$ cat src/rtl/alu_div_if.sv
// Request/response channel between decode and the iterative divider.
// Decode drives the master side; the divider implements the slave side.
interface alu_div_if #(
    parameter int BIT_WIDTH = 32
);
    logic                 in_valid;
    logic                 in_ready;
    logic [1:0]           op;
    logic [BIT_WIDTH-1:0] in1;
    logic [BIT_WIDTH-1:0] in2;
    logic                 out_valid;
    logic                 out_ready;
    logic [BIT_WIDTH-1:0] out;
    logic                 div_zero;

    modport master (
        output in_valid, op, in1, in2, out_ready,
        input  in_ready, out_valid, out, div_zero
    );

    modport slave (
        input  in_valid, op, in1, in2, out_ready,
        output in_ready, out_valid, out, div_zero
    );
endinterface

$ cat src/rtl/alu_div.sv
// Iterative radix-2 restoring divider for DIV/DIVU/REM/REMU, one quotient bit per cycle.
// Optional ALU_DIV_EARLY_OUT_EN: divide-by-zero and signed overflow bypass CALC/FIXUP.
module alu_div #(
    parameter int BIT_WIDTH = 32
) (
    input  logic      CLK,
    input  logic      nRST,
    input  logic      flush,
    alu_div_if.slave  bus
);
    localparam int             CW         = $clog2(BIT_WIDTH + 1);
    localparam logic [CW-1:0]  COUNT_INIT = CW'(BIT_WIDTH);

    typedef enum logic [1:0] {IDLE, CALC, FIXUP, DONE} state_t;

    state_t               state, state_nxt;
    logic [BIT_WIDTH-1:0] quo;
    logic [BIT_WIDTH-1:0] rem;
    logic [BIT_WIDTH-1:0] dvs;
    logic [BIT_WIDTH-1:0] result;
    logic [CW-1:0]        count;
    logic                 is_rem, neg_quo, neg_rem, dz;

    logic                 accept, signed_op, in1_neg, in2_neg;
    logic [BIT_WIDTH-1:0] abs1, abs2;
    logic [BIT_WIDTH:0]   rem_shift;
    logic [BIT_WIDTH-1:0] diff;
    logic                 ge;

    assign bus.in_ready  = (state == IDLE) && !flush;
    assign bus.out_valid = (state == DONE);
    assign bus.out       = result;
    assign bus.div_zero  = dz;

    assign accept    = bus.in_valid && bus.in_ready;
    assign signed_op = !bus.op[0];
    assign in1_neg   = signed_op && bus.in1[BIT_WIDTH-1];
    assign in2_neg   = signed_op && bus.in2[BIT_WIDTH-1];
    assign abs1      = in1_neg ? -bus.in1 : bus.in1;
    assign abs2      = in2_neg ? -bus.in2 : bus.in2;

    // The partial remainder stays below the divisor, so the shifted value fits in
    // BIT_WIDTH+1 bits and a successful subtract always lands back in BIT_WIDTH bits.
    assign rem_shift = {rem, quo[BIT_WIDTH-1]};
    assign ge        = rem_shift >= {1'b0, dvs};
    assign diff      = rem_shift[BIT_WIDTH-1:0] - dvs;

`ifdef ALU_DIV_EARLY_OUT_EN
    logic                 special;
    logic [BIT_WIDTH-1:0] special_res;

    assign special     = (bus.in2 == '0) ||
                         (signed_op && bus.in1 == {1'b1, {(BIT_WIDTH-1){1'b0}}} && bus.in2 == '1);
    assign special_res = (bus.in2 == '0) ? (bus.op[1] ? bus.in1 : '1)
                                         : (bus.op[1] ? '0 : bus.in1);
`endif

    // NOTE: sequential state uses non-blocking assignments so every register
    // samples the pre-edge values regardless of block ordering.
    always_ff @(posedge CLK) begin
        if (!nRST) state <= IDLE;
        else       state <= state_nxt;
    end

    // NOTE: next state gets a default before the case so no path leaves it
    // unassigned, which would otherwise infer a latch.
    always_comb begin
        state_nxt = state;
        if (flush) begin
            state_nxt = IDLE;
        end else begin
            case (state)
                IDLE: begin
                    if (accept) begin
`ifdef ALU_DIV_EARLY_OUT_EN
                        state_nxt = special ? DONE : CALC;
`else
                        state_nxt = CALC;
`endif
                    end
                end
                CALC:    if (count == CW'(1)) state_nxt = FIXUP;
                FIXUP:   state_nxt = DONE;
                DONE:    if (bus.out_ready) state_nxt = IDLE;
                default: state_nxt = IDLE;
            endcase
        end
    end

    always_ff @(posedge CLK) begin
        if (!nRST) begin
            quo     <= '0;
            rem     <= '0;
            dvs     <= '0;
            result  <= '0;
            count   <= '0;
            is_rem  <= 1'b0;
            neg_quo <= 1'b0;
            neg_rem <= 1'b0;
            dz      <= 1'b0;
        end else begin
            case (state)
                IDLE: begin
                    if (accept) begin
                        quo     <= abs1;
                        dvs     <= abs2;
                        rem     <= '0;
                        count   <= COUNT_INIT;
                        is_rem  <= bus.op[1];
                        // A zero divisor must yield all ones for DIV, so its quotient is never negated.
                        neg_quo <= (in1_neg ^ in2_neg) && (bus.in2 != '0);
                        neg_rem <= in1_neg;
                        dz      <= (bus.in2 == '0);
`ifdef ALU_DIV_EARLY_OUT_EN
                        result  <= special_res;
`endif
                    end
                end
                CALC: begin
                    rem   <= ge ? diff : rem_shift[BIT_WIDTH-1:0];
                    quo   <= {quo[BIT_WIDTH-2:0], ge};
                    count <= count - CW'(1);
                end
                FIXUP: begin
                    if (is_rem) result <= neg_rem ? -rem : rem;
                    else        result <= neg_quo ? -quo : quo;
                end
                default: ;
            endcase
        end
    end
endmodule
$ cat src/flat_wrapper.sv
// flat-port wrapper written by rule: the top's interface ports become plain ports
module alu_div_flat 
#(
    parameter int BIT_WIDTH = 32
)
  (CLK, nRST, flush, bus_in_valid, bus_op, bus_in1, bus_in2, bus_out_ready, bus_in_ready, bus_out_valid, bus_out, bus_div_zero);
  alu_div_if #(.BIT_WIDTH(BIT_WIDTH)) bus_i ();
  input  logic CLK;
  input  logic nRST;
  input  logic flush;
  input wire logic [$bits(bus_i.in_valid)-1:0] bus_in_valid;
  input wire logic [$bits(bus_i.op)-1:0] bus_op;
  input wire logic [$bits(bus_i.in1)-1:0] bus_in1;
  input wire logic [$bits(bus_i.in2)-1:0] bus_in2;
  input wire logic [$bits(bus_i.out_ready)-1:0] bus_out_ready;
  output wire logic [$bits(bus_i.in_ready)-1:0] bus_in_ready;
  output wire logic [$bits(bus_i.out_valid)-1:0] bus_out_valid;
  output wire logic [$bits(bus_i.out)-1:0] bus_out;
  output wire logic [$bits(bus_i.div_zero)-1:0] bus_div_zero;
  assign bus_i.in_valid = bus_in_valid;
  assign bus_i.op = bus_op;
  assign bus_i.in1 = bus_in1;
  assign bus_i.in2 = bus_in2;
  assign bus_i.out_ready = bus_out_ready;
  assign bus_in_ready = bus_i.in_ready;
  assign bus_out_valid = bus_i.out_valid;
  assign bus_out = bus_i.out;
  assign bus_div_zero = bus_i.div_zero;
  alu_div #(.BIT_WIDTH(BIT_WIDTH)) u_core (.CLK(CLK), .nRST(nRST), .flush(flush), .bus(bus_i));
endmodule
$ cat config.mk
export PLATFORM = sky130hd
export DESIGN_NAME = alu_div_flat
export DESIGN_NICKNAME = d
export VERILOG_FILES = /design/src/rtl/alu_div_if.sv /design/src/rtl/alu_div.sv /design/src/flat_wrapper.sv
export SDC_FILE = /design/constraint.sdc
export NUM_CORES = 1
export LEC_CHECK = 0
export CAP_MARGIN = 20
export CORE_ASPECT_RATIO = 1.1
export CORE_UTILIZATION = 49
export DETAILED_ROUTE_END_ITERATION = 10
export PLACE_DENSITY = 0.72
export SYNTH_ARGS = -nofsm -noshare
export SYNTH_HDL_FRONTEND = slang
export SYNTH_SLANG_ARGS = --single-unit
$ cat constraint.sdc
create_clock -name CLK -period 4.23 [get_ports CLK]
set_input_delay 0.6345 -clock CLK [delete_from_list [all_inputs] [get_ports CLK]]
set_output_delay 0.6345 -clock CLK [all_outputs]
set_load 0.005 [all_outputs]
# Word level (Yosys, flattened, before mapping)
# Index checks and enable logic that the tools add are counted.
# word_totals
ff_bits,140
output_inout_bits,35
inputBits,71
elab_cells,57
# classes
n_reduce_logical,15
n_bitwise,2
order_cmp,1
add_sub_neg,6
n_mux,16
eq_ne,7
# ops
cell,count
$mux 32,8
$neg 32->32,4
$pmux 32 s2,2
$ge 33x32->1,1
$logic_not 32->1,1
$reduce_bool 32->1,1
$sub 32x32->32,1
$pmux 6 s2,1
$pmux 2 s4,1
$eq 6x1->1 const B,1
$mux 2,3
$mux 6,1
$sub 6x1->6 const B,1
$logic_and 1x1->1,5
$eq 2x2->1 const B,2
$ne 2x1->1 const B,2
$reduce_and 2->1,2
$reduce_and 3->1,1
$eq 2x1->1 const B,1
$logic_not 1->1,2
$logic_not 2->1,1
$ne 2x2->1 const B,1
$reduce_bool 2->1,1
$reduce_or 2->1,1
other kinds (2),2

# Longest topological paths before layout
# Gate-level depths: netlist of run 1.
# logic_depth
word_depth,5
mapped_depth,14

# Worst setup path before layout of run 1
# OpenSTA, ideal clock, no wires.
# synth_timing
kind,input-to-reg
start,input port bus_in2[12]
end,register u_core.dvs[28]
setup_ns,0.116
setup_slack_ns,1.102
n_path_buf,1
t_arrival_ns,3.012
cell_stages,9
cell_sequence,or3_1 > or4_1 > or3_1 > clkbuf_1 > nor4_1 > a31oi_1 > xnor2_1 > nand2_1 > o211a_1
# synth_between
elab_chain_len,2
# synth_rtl
element,line_no,rtl
"start, declared",flat_wrapper.sv:14,input wire logic [$bits(bus_i.in2)-1:0] bus_in2;
$neg 32->32,alu_div.sv:40,assign abs2 = in2_neg ? -bus.in2 : bus.in2;
$mux 32,alu_div.sv:40,
"end signal, assigned",alu_div.sv:106,dvs <= abs2;
"end, declared",alu_div.sv:19,logic [BIT_WIDTH-1:0] dvs;
# No other way between the ends.
# A chain may end at the register's enable or synchronous reset.

# Worst setup path after layout of run 1
# layout_timing
start,register u_core.rem[14]
end,register u_core.rem[10]
# layout_between
elab_chain_len,3
# layout_rtl
element,line_no,rtl
"start, declared",alu_div.sv:18,logic [BIT_WIDTH-1:0] rem;
"start signal, assigned",alu_div.sv:120,rem <= ge ? diff : rem_shift[BIT_WIDTH-1:0];
$ge 33x32->1,alu_div.sv:45,"assign ge = rem_shift >= {1'b0, dvs};"
$mux 32,alu_div.sv:120,
$pmux 32 s2,alu_div.sv:102,case (state)
# No other way between the ends.

==> results of run 1 <==
==> synth_stat cells (3+ instances only) <==
| cell | instances | area, um2 |
|---|---|---|
| a21o_1 | 13 | 97.6 |
| or4_1 | 6 | 45.0 |
| dfxtp_1 | 140 | 2800 |
| ha_1 | 43 | 538 |
| or2_2 | 6 | 37.5 |
| nor2b_1 | 34 | 213 |
| o221ai_1 | 3 | 26.3 |
| mux2i_1 | 53 | 531 |
| o211a_1 | 31 | 310 |
| o41ai_1 | 17 | 149 |
| o31ai_1 | 29 | 218 |
| and2_1 | 12 | 75.1 |
| o21ai_1 | 3 | 15.0 |
| buf_1 | 9 | 33.8 |
| a31oi_1 | 10 | 62.6 |
| a22oi_1 | 5 | 37.5 |
| o311ai_0 | 3 | 26.3 |
| o41a_1 | 3 | 33.8 |
| xnor2_1 | 70 | 613 |
| o21a_1 | 5 | 37.5 |
| a211oi_1 | 7 | 52.6 |
| inv_1 | 58 | 218 |
| nand2_1 | 179 | 672 |
| clkbuf_1 | 69 | 259 |
| o2111ai_1 | 3 | 26.3 |
| nor3_1 | 21 | 105 |
| o21ai_0 | 120 | 601 |
| nor2_1 | 75 | 282 |
| buf_2 | 3 | 15.0 |
| nand2b_1 | 6 | 37.5 |
| a21oi_1 | 67 | 335 |
| xor2_1 | 72 | 631 |
| o21bai_1 | 4 | 30.0 |
| nand4_1 | 11 | 68.8 |
| o2111a_1 | 3 | 33.8 |
| and4_1 | 3 | 26.3 |
| o211ai_1 | 10 | 75.1 |
| nand3_1 | 31 | 155 |
| nor4_1 | 17 | 106 |
| a21boi_0 | 20 | 150 |
| or3_1 | 19 | 119 |
| a222oi_1 | 4 | 40.0 |
| nand3b_1 | 15 | 113 |
| and3_1 | 3 | 18.8 |
==> through the flow <==
| stage | total power [uW] | hold slack [ns] | setup slack [ns] |
|---|---|---|---|
| floorplan | 1950 | 0.448 | 1.10 |
| global placement | 2170 | 0.456 | 0.523 |
| detailed placement | 2180 | 0.459 | 0.461 |
| CTS | 3670 | 0.482 | 0.797 |
| global route | 3830 | 0.498 | 0.533 |
| finish | 3660 | 0.479 | 0.723 |
==> worst reg2reg max path: stages (launching register included) <==
cell	delay, ns
dfxtp_1	0.42
ha_1	0.42
nand2_1	0.13
o21ai_0	0.49
nor2_1	0.12
nor4b_1	0.39
a21oi_1	0.16
o31a_1	0.34
a21oi_4	0.19
buf_12	0.26
mux2_2	0.39
o21ai_0	0.12
==> registers in the layout, summed over array words and instances (netlist names), 2 cells and up <==
| signal | count |
|---|---|
| u_core.dvs | 32 |
| u_core.state | 2 |
| u_core.count | 6 |
| u_core.quo | 32 |
| u_core.rem | 32 |
| u_core.bus.out | 32 |
==> report_power, final <==
group / total, uW / internal (uW) / switching (uW)
logic: 739 / 326 / 412
registers: 1430 / 1370 / 57.0
clock network: 1500 / 882 / 615
total: 3660 / 2580 / 1080
==> final cells by class <==
class,instances,area share [%]
clock buffers,18,3.61
clock inverters,14,1.17
inverters,58,1.79
multi-input cells,1062,57.9
flip-flops and latches,140,23.1
well taps,256,2.64
repair buffers,120,9.86
==> logic make-up after synthesis <==
| group | share of synthesized area [%] |
|---|---|
| AND/OR/NAND/NOR | 21.0 |
| buffers and inverters | 5.08 |
| AO/OA/AOI/OAI | 24.1 |
| multiplexers | 5.35 |
| XOR/XNOR | 12.0 |
| adder cells (fa/ha/maj) | 5.39 |
| flip-flops | 27.1 |
==> final timing paths <==
check                startpoint                 end  slack (ns)  cells after the start
min reg2reg  u_core.bus.out[21]  u_core.bus.out[21]        0.48                      2
min          u_core.bus.out[21]  u_core.bus.out[21]        0.48                      2
max              u_core.rem[14]      u_core.rem[10]        0.72                     11
max reg2reg      u_core.rem[14]      u_core.rem[10]        0.72                     11
==> metal layers <==
layer,global-route usage [%],vias up
li1,-,4885
met1,33.0,4639
met2,43.9,219
met3,3.47,42
met4,8.64,0
met5,0,-
==> qor.txt, run 1 <==
status - finished clean
Setup Fix Bufs, Post-CTS - 0
Pre-antenna DRT Iters - 6
clock-pin slew of the registers on the worst-case setup and hold paths - 0.06 ns
Gate Count Post-Synth - 1,341
Synth cell types - 64
Post-synth EDFFs - 0
Antenna Cells - 0
Critical Path Most Common Cell - o21ai_0
final setup fails - 0
Hold-fix buffers, CTS - 0
WL met3 - 1120 um
Crit path required time - 4.58 ns
Final Util - 58.9%
Post-Route WL - 27,500 um
Routed wire per std cell - 16.5 um
Layout Skew - 0.00650 ns
fin nets - 1,514
maximum number of pins on one net before global-route repair - 85
PD cells - 301 nW/um2
grt total ovfl - 0
period utilization - 82.9%
Syn Nets - 1,456
Sequential Area - 2800 um2
Hold Crit Class - reg2reg
Cells after DPL - 1,634
Final ANT Viol Nets - 0
die width - 141 um
Critical Path Max Stage Delay - 0.49 ns
Seq cells post-synth - 140
RSZ-0062 raised after global routing - no
commonest non-fill, non-tap cell in the layout - nand2_1
Worst-Skew Late Latency - 0.43 ns
setup TNS - 0 ns
initial antenna violation count - 0
Tmin final - 3.51 ns
first-pass GRT wire length - 45,100 um
maxcap violations - 0
Final Hold Viols - 0
PostCTS Resize Cnt - 0
Via density - 5.87
Buffers & Inverters on Critical Path - 1
number of H-tree levels - 4
register area share after synthesis - 27.1%
area grow syn2layout - 17.5%
commonest non-fill, non-tap cells in the layout - nand2_1 (179), dfxtp_1 (139), o21ai_0 (120)
Max Used Layer - met4
total number of vias - 9,785
Avg Inst Size Synth - 7.72 um2
asr flop ratio synth - 0%
Placer Congestion - 0.884
Crit-path slowest cell - o21ai_0
Non-Filler Instances - 1,668
largest buffer count on any clock path - 2
drt drc - 0
CORE AREA - 20,600 um2
Fmax achieved - 285 MHz
Yosys warnings - 0
share of layout cells above drive strength 1 - 4.82%
Chip Height - 154 um
wl on met1 - 12,400 um
CTS root buf - clkbuf_16
final instance area - 12,200 um2
CP Capture Type - register
post-DP HPWL - 20,200 um
worst vdd ir - 0.264 mV
gr usage total - 25.6%
Setup CP Type - reg2reg
leakage - 0.00475 uW
Port Buf Inserts - 105
CP Data Arrival Time - 3.86 ns
Area after DPL - 11,500 um2
Starting DRT DRC Count - 769
DIE AREA - 21,700 um2
metal2 WL - 13,400 um
Worst slew margin - 31.6%
CP Cell Sequence - ha_1 > nand2_1 > o21ai_0 > nor2_1 > nor4b_1 > a21oi_1 > o31a_1 > a21oi_4 > buf_12 > mux2_2 > o21ai_0
fill count - 1,938
clk sink count - 140
CP top delay family - compound AO/OA/AOI/OAI gates
crit-path max FO - 36
final count of pins violating max slew - 0
Syn Std Cell Area - 10,300 um2
cts bufs inserted - 17
top_reg_cell synth - dfxtp_1
CTS tree - yes
Ports - 106
slew of the pin with the lowest slew margin - 1.03 ns
Worst Setup Start Kind - register
multi-input logic area - 7030 um2
number of global-route vias before repair - 9,117
Initial Util - 50.1%
# rows - 55
(Power assumes the default switching activity.)
==> run 2: changes to the inputs <==
- clock period: 4.23 -> 3.5 ns (I/O delays scaled with it)
==> run 2 against run 1 <==
Final cell count up 1.4%; critical path type unchanged; sequential share of layout area down 0.25 points; via count rose by 0.60%.
==> qor.txt, run 2 (synthesis results as in run 1) <==
CP Capture Type - register (unchanged)
first-pass GRT wire length - 46,200 um (was 45,100 um)
DP Worst Slack - 0.141 ns (was 0.461 ns)
Routed wire per std cell - 16.5 um (about the same)
Setup Fix Bufs, Post-CTS - 0 (unchanged)
crit-path max FO - 6 (was 36)
Worst Setup Start Kind - register (unchanged)
setup TNS - 0 ns (unchanged)
Fmax achieved - 315 MHz (was 285 MHz)
post-DP HPWL - 21,000 um (was 20,200 um)
Chip Height - 154 um (unchanged)
number of H-tree levels - 4 (unchanged)
PD cells - 348 nW/um2 (was 301 nW/um2)
final count of pins violating max slew - 0 (unchanged)
status - finished clean (unchanged)
Critical Path Most Common Cell - or4_4 (was o21ai_0)
# rows - 55 (unchanged)
RSZ-0062 raised after global routing - no (unchanged)
post-route setup slack - 0.327 ns (was 0.723 ns)
commonest non-fill, non-tap cell in the layout - nand2_1 (unchanged)
Starting DRT DRC Count - 671 (was 769)
Final ANT Viol Nets - 0 (unchanged)
fin nets - 1,539 (was 1,514)
initial antenna violation count - 0 (unchanged)
commonest non-fill, non-tap cells in the layout - nand2_1 (179), dfxtp_1 (139), o21ai_0 (120) (unchanged)
CP Cell Sequence - or4_4 > nor4_4 > or4b_4 > or4_4 > or3_4 > o41ai_2 > xor2_1 > o221ai_1 (was ha_1 > nand2_1 > o21ai_0 > nor2_1 > nor4b_1 > a21oi_1 > o31a_1 > a21oi_4 > buf_12 > mux2_2 > o21ai_0)
period utilization - 90.6% (was 82.9%)
Antenna Cells - 0 (unchanged)
Worst-Skew Late Latency - 0.44 ns (was 0.43 ns)
maxcap violations - 0 (unchanged)
clock-pin slew of the registers on the worst-case setup and hold paths - 0.06 ns (about the same)
Port Buf Inserts - 105 (unchanged)
die width - 141 um (unchanged)
Pre-antenna DRT Iters - 6 (unchanged)
slew of the pin with the lowest slew margin - 0.986 ns (was 1.03 ns)
Setup CP Type - reg2reg (unchanged)
area grow syn2layout - 18.8% (was 17.5%)
CTS tree - yes (unchanged)
Ports - 106 (unchanged)
final setup fails - 0 (unchanged)
CP Data Arrival Time - 3.48 ns (was 3.86 ns)
leakage - 0.00486 uW (was 0.00475 uW)
grt total ovfl - 0 (unchanged)
worst vdd ir - 0.343 mV (was 0.264 mV)
Crit-path slowest cell - or4_4 (was o21ai_0)
Layout Skew - 0.00960 ns (was 0.00650 ns)
Hold Crit Class - reg2reg (unchanged)
PostCTS Resize Cnt - 0 (unchanged)
CTS root buf - clkbuf_16 (unchanged)
Via density - 5.82 (was 5.87)
Post-Route WL - 27,900 um (was 27,500 um)
Critical Path Max Stage Delay - 0.57 ns (was 0.49 ns)
share of layout cells above drive strength 1 - 6.41% (was 4.82%)
cts bufs inserted - 17 (unchanged)
Tmin final - 3.17 ns (was 3.51 ns)
gr usage total - 26.3% (was 25.6%)
clk sink count - 140 (unchanged)
Placer Congestion - 0.946 (was 0.884)
Final Hold Viols - 0 (unchanged)
largest buffer count on any clock path - 2 (unchanged)
Initial Util - 50.1% (unchanged)
DIE AREA - 21,700 um2 (unchanged)
total number of vias - 9,844 (was 9,785)
CORE AREA - 20,600 um2 (unchanged)
drt drc - 0 (unchanged)
number of global-route vias before repair - 9,421 (was 9,117)
Crit path required time - 3.81 ns (was 4.58 ns)
Worst slew margin - 34.3% (was 31.6%)
maximum number of pins on one net before global-route repair - 76 (was 85)
Hold-fix buffers, CTS - 0 (unchanged)
[run 2: cell types whose count changed in the layout (fill, tap and decap cells not counted)]
cell and change:
buf_8 -1, buf_4 +25, clkinv_2 +1, inv_8 +1, bufinv_16 -2, clkbuf_8 -1
buf_12 +1
[run 2: critical path, delay by kind of cell, from the launching register on]
kind             cells  cell delay [ns]
flip-flops           1             0.31
AND/OR/NAND/NOR      5             2.16
AO/OA/AOI/OAI        2             0.41
XOR/XNOR             1             0.18
[run 2: cell type report]
cell class	count	area, um2
Clock buffer	17	425
Clock inverter	14	98.8
Fill cell	1928	8350
Inverter	58	218
Multi-Input combinational cell	1062	7030
Sequential cell	140	2800
Tap cell	256	320
Timing Repair Buffer	145	1390
[run 2: through the flow]
stage               power [uW]  instance area, um2  utilization, %  hold WS, ns  std cells
global placement          2640               11700            56.9        0.457       1660
floorplan                 2360               10300               -        0.448       1341
global route              4480               12300            59.5        0.508       1692
CTS                       4290               12300            59.4        0.474       1691
finish                    4280               12300            59.5        0.476       1692
detailed placement        2650               11700            56.9        0.456       1660
[run 2: metal layers]
layer  vias to the layer above  share of wire (%)  wire (um)  track usage (%)
met5                         -                  0          0                0
met1                      4652                 45      12700             32.9
met3                        51                3.3        912             3.62
li1                       4940                  -          -                -
met2                       201                 49      13600             45.7
met4                         0                2.6        738             9.94
[run 2: final timing paths]
path / slack, ns / to / cells past startpoint / startpoint
worst min register to register: 0.48 / u_core.bus.out[29] / 2 / u_core.bus.out[29]
worst min-delay path: 0.48 / u_core.bus.out[29] / 2 / u_core.bus.out[29]
worst max-delay path: 0.33 / u_core.bus.out[30] / 8 / u_core.rem[10]
worst max register to register: 0.33 / u_core.bus.out[30] / 8 / u_core.rem[10]
[run 2: power breakdown]
part,leakage [uW],internal [uW],switching [uW]
logic,0.00346,403,503
registers,0.00114,1660,69.8
clock network,0.000257,901,750
total,0.00486,2960,1320
==> run 3: changes to the inputs <==
- CORE_ASPECT_RATIO: 1.1 -> 2
- CTS_CLUSTER_DIAMETER: default -> 60
==> run 3 against run 2 <==
Final cell count rose by 1.2%; non-clock buffer count rose by 9; first-iteration DRC count fell by 39%; wire length rose by 1.6%; largest power group is now clock; via count rose by 0.33%; power rose by 3.4%.
==> qor.txt, run 3 (synthesis results as in run 1) <==
status - finished clean (unchanged)
WL met3 - 830 um (was 912 um)
Starting DRT DRC Count - 412 (was 671)
Worst Setup Start Kind - register (unchanged)
Layout Skew - 0.00608 ns (was 0.00960 ns)
final count of pins violating max slew - 0 (unchanged)
Final ANT Viol Nets - 0 (unchanged)
maxcap violations - 0 (unchanged)
largest buffer count on any clock path - 2 (unchanged)
initial antenna violation count - 0 (unchanged)
Ports - 106 (unchanged)
post-DP HPWL - 21,800 um (was 21,000 um)
Post-Route WL - 28,300 um (was 27,900 um)
post-route setup slack - 0.189 ns (was 0.327 ns)
CORE AREA - 20,600 um2 (about the same)
metal2 WL - 15,300 um (was 13,600 um)
Port Buf Inserts - 105 (unchanged)
Routed wire per std cell - 16.5 um (about the same)
leakage - 0.00493 uW (was 0.00486 uW)
CTS tree - yes (unchanged)
Non-Filler Instances - 1,712 (was 1,692)
Reg-to-Reg End - u_core.bus.out[30] (unchanged)
fill count - 1,937 (was 1,928)
Worst slew margin - 28.4% (was 34.3%)
DP Worst Slack - 0.0440 ns (was 0.141 ns)
Initial Util - 50.3% (was 50.1%)
area grow syn2layout - 20.2% (was 18.8%)
R2R depth - 8 (unchanged)
PostCTS Resize Cnt - 0 (unchanged)
crit-path max FO - 8 (was 6)
Via density - 5.77 (was 5.82)
Setup Fix Bufs, Post-CTS - 0 (unchanged)
Max Used Layer - met4 (unchanged)
Final Hold Viols - 0 (unchanged)
clock-pin slew of the registers on the worst-case setup and hold paths - 0.06 ns (about the same)
R2R Setup Slk - 0.19 ns (was 0.33 ns)
Setup CP Type - reg2reg (unchanged)
critical hold path startpoint - u_core.bus.out[29] (unchanged)
clk sink count - 140 (unchanged)
CP Data Arrival Time - 3.61 ns (was 3.48 ns)
maximum number of pins on one net before global-route repair - 73 (was 76)
gr usage total - 26.9% (was 26.3%)
total number of vias - 9,876 (was 9,844)
Pre-antenna DRT Iters - 5 (was 6)
Antenna Cells - 0 (unchanged)
commonest non-fill, non-tap cell in the layout - nand2_1 (unchanged)
setup TNS - 0 ns (unchanged)
reg2reg start - u_core.rem[10] (unchanged)
Fmax achieved - 302 MHz (was 315 MHz)
Crit path required time - 3.80 ns (was 3.81 ns)
worst vdd ir - 0.377 mV (was 0.343 mV)
first-pass GRT wire length - 47,000 um (was 46,200 um)
# rows - 74 (was 55)
Chip Height - 207 um (was 154 um)
Tmin final - 3.31 ns (was 3.17 ns)
Hold-fix buffers, CTS - 0 (unchanged)
CTS root buf - clkbuf_16 (unchanged)
die width - 105 um (was 141 um)
Worst-Skew Late Latency - 0.44 ns (about the same)
wl on met1 - 11,000 um (was 12,700 um)
Sequential Area - 2800 um2 (unchanged)
Hold Crit Class - reg2reg (unchanged)
fin nets - 1,548 (was 1,539)
cts bufs inserted - 17 (unchanged)
period utilization - 94.6% (was 90.6%)
drt drc - 0 (unchanged)
number of global-route vias before repair - 9,681 (was 9,421)
number of H-tree levels - 4 (unchanged)
multi-input logic area - 7030 um2 (unchanged)
RSZ-0062 raised after global routing - no (unchanged)
Hold Crit Depth - 2 (unchanged)
PD cells - 356 nW/um2 (was 348 nW/um2)
Cells after DPL - 1,680 (was 1,660)
slew of the pin with the lowest slew margin - 1.07 ns (was 0.986 ns)
share of layout cells above drive strength 1 - 6.98% (was 6.41%)
CP Capture Type - register (unchanged)
final setup fails - 0 (unchanged)
Placer Congestion - 0.992 (was 0.946)
DIE AREA - 21,700 um2 (about the same)
WHS Endpoint - u_core.bus.out[29] (unchanged)
grt total ovfl - 0 (unchanged)
Pwr Total - 4430 uW (was 4280 uW)
commonest non-fill, non-tap cells in the layout - nand2_1 (179), dfxtp_1 (139), o21ai_0 (120) (unchanged)
-- run 3: changes by cell type in the layout (fill, tap and decap cells not counted) --
cell       before  now
buf_4          37   45
bufinv_16       0    2
clkbuf_8        0    2
inv_6           2    0
buf_12          2    3
clkbuf_1        0    1
clkinv_4        2    1
inv_8           1    0
-- run 3: worst max-delay path by stage --
| stage | startpoint | to | slack, ns |
|---|---|---|---|
| 4_1_cts | u_core.rem[10] | u_core.bus.out[30] | 0.18 |
| 3_3_place_gp | bus_in1[9] | u_core.quo[29] | -0.001 |
| 6_report | u_core.rem[10] | u_core.bus.out[30] | 0.19 |
| 2_1_floorplan | bus_in2[12] | u_core.dvs[28] | 0.48 |
| 5_1_grt | u_core.rem[10] | u_core.bus.out[30] | 0.007 |
| 3_5_place_dp | bus_in1[9] | u_core.quo[29] | 0.04 |
-- run 3: cell type report --
cell class | instances | share of cell area, %
Tap cell | 266 | 2.68
Clock buffer | 20 | 3.67
Inverter | 58 | 1.75
Sequential cell | 140 | 22.5
Multi-Input combinational cell | 1062 | 56.5
Clock inverter | 12 | 0.976
Timing Repair Buffer | 154 | 11.8
-- run 3: where the power goes --
part,total [uW],switching (uW),internal (uW)
sequential,1730,72.8,1660
combinational,919,504,415
clock,1780,704,1080
-- run 3: worst max-delay path, stage by stage (launching register included) --
cell and delay (ns):
dfxtp_1 0.39, or4_4 0.60, nor4_4 0.22, or4b_4 0.53, or4_4 0.47, or3_4 0.36
o41ai_2 0.25, xor2_1 0.19, o221ai_1 0.16
-- run 3: through the flow --
stage	hold slack [ns]	cell area, um2	util, %
finish	0.459	12400	60.5
global route	0.487	12400	60.5
CTS	0.464	12400	60.5
detailed placement	0.456	11900	57.7
global placement	0.453	11800	57.6
floorplan	0.448	10300	-
-- run 3: routing by layer --
metal / vias up / track usage, %
li1: 4951 / -
met1: 4646 / 27.9
met2: 206 / 51.2
met3: 73 / 3.86
met4: 0 / 14.1
met5: - / 0
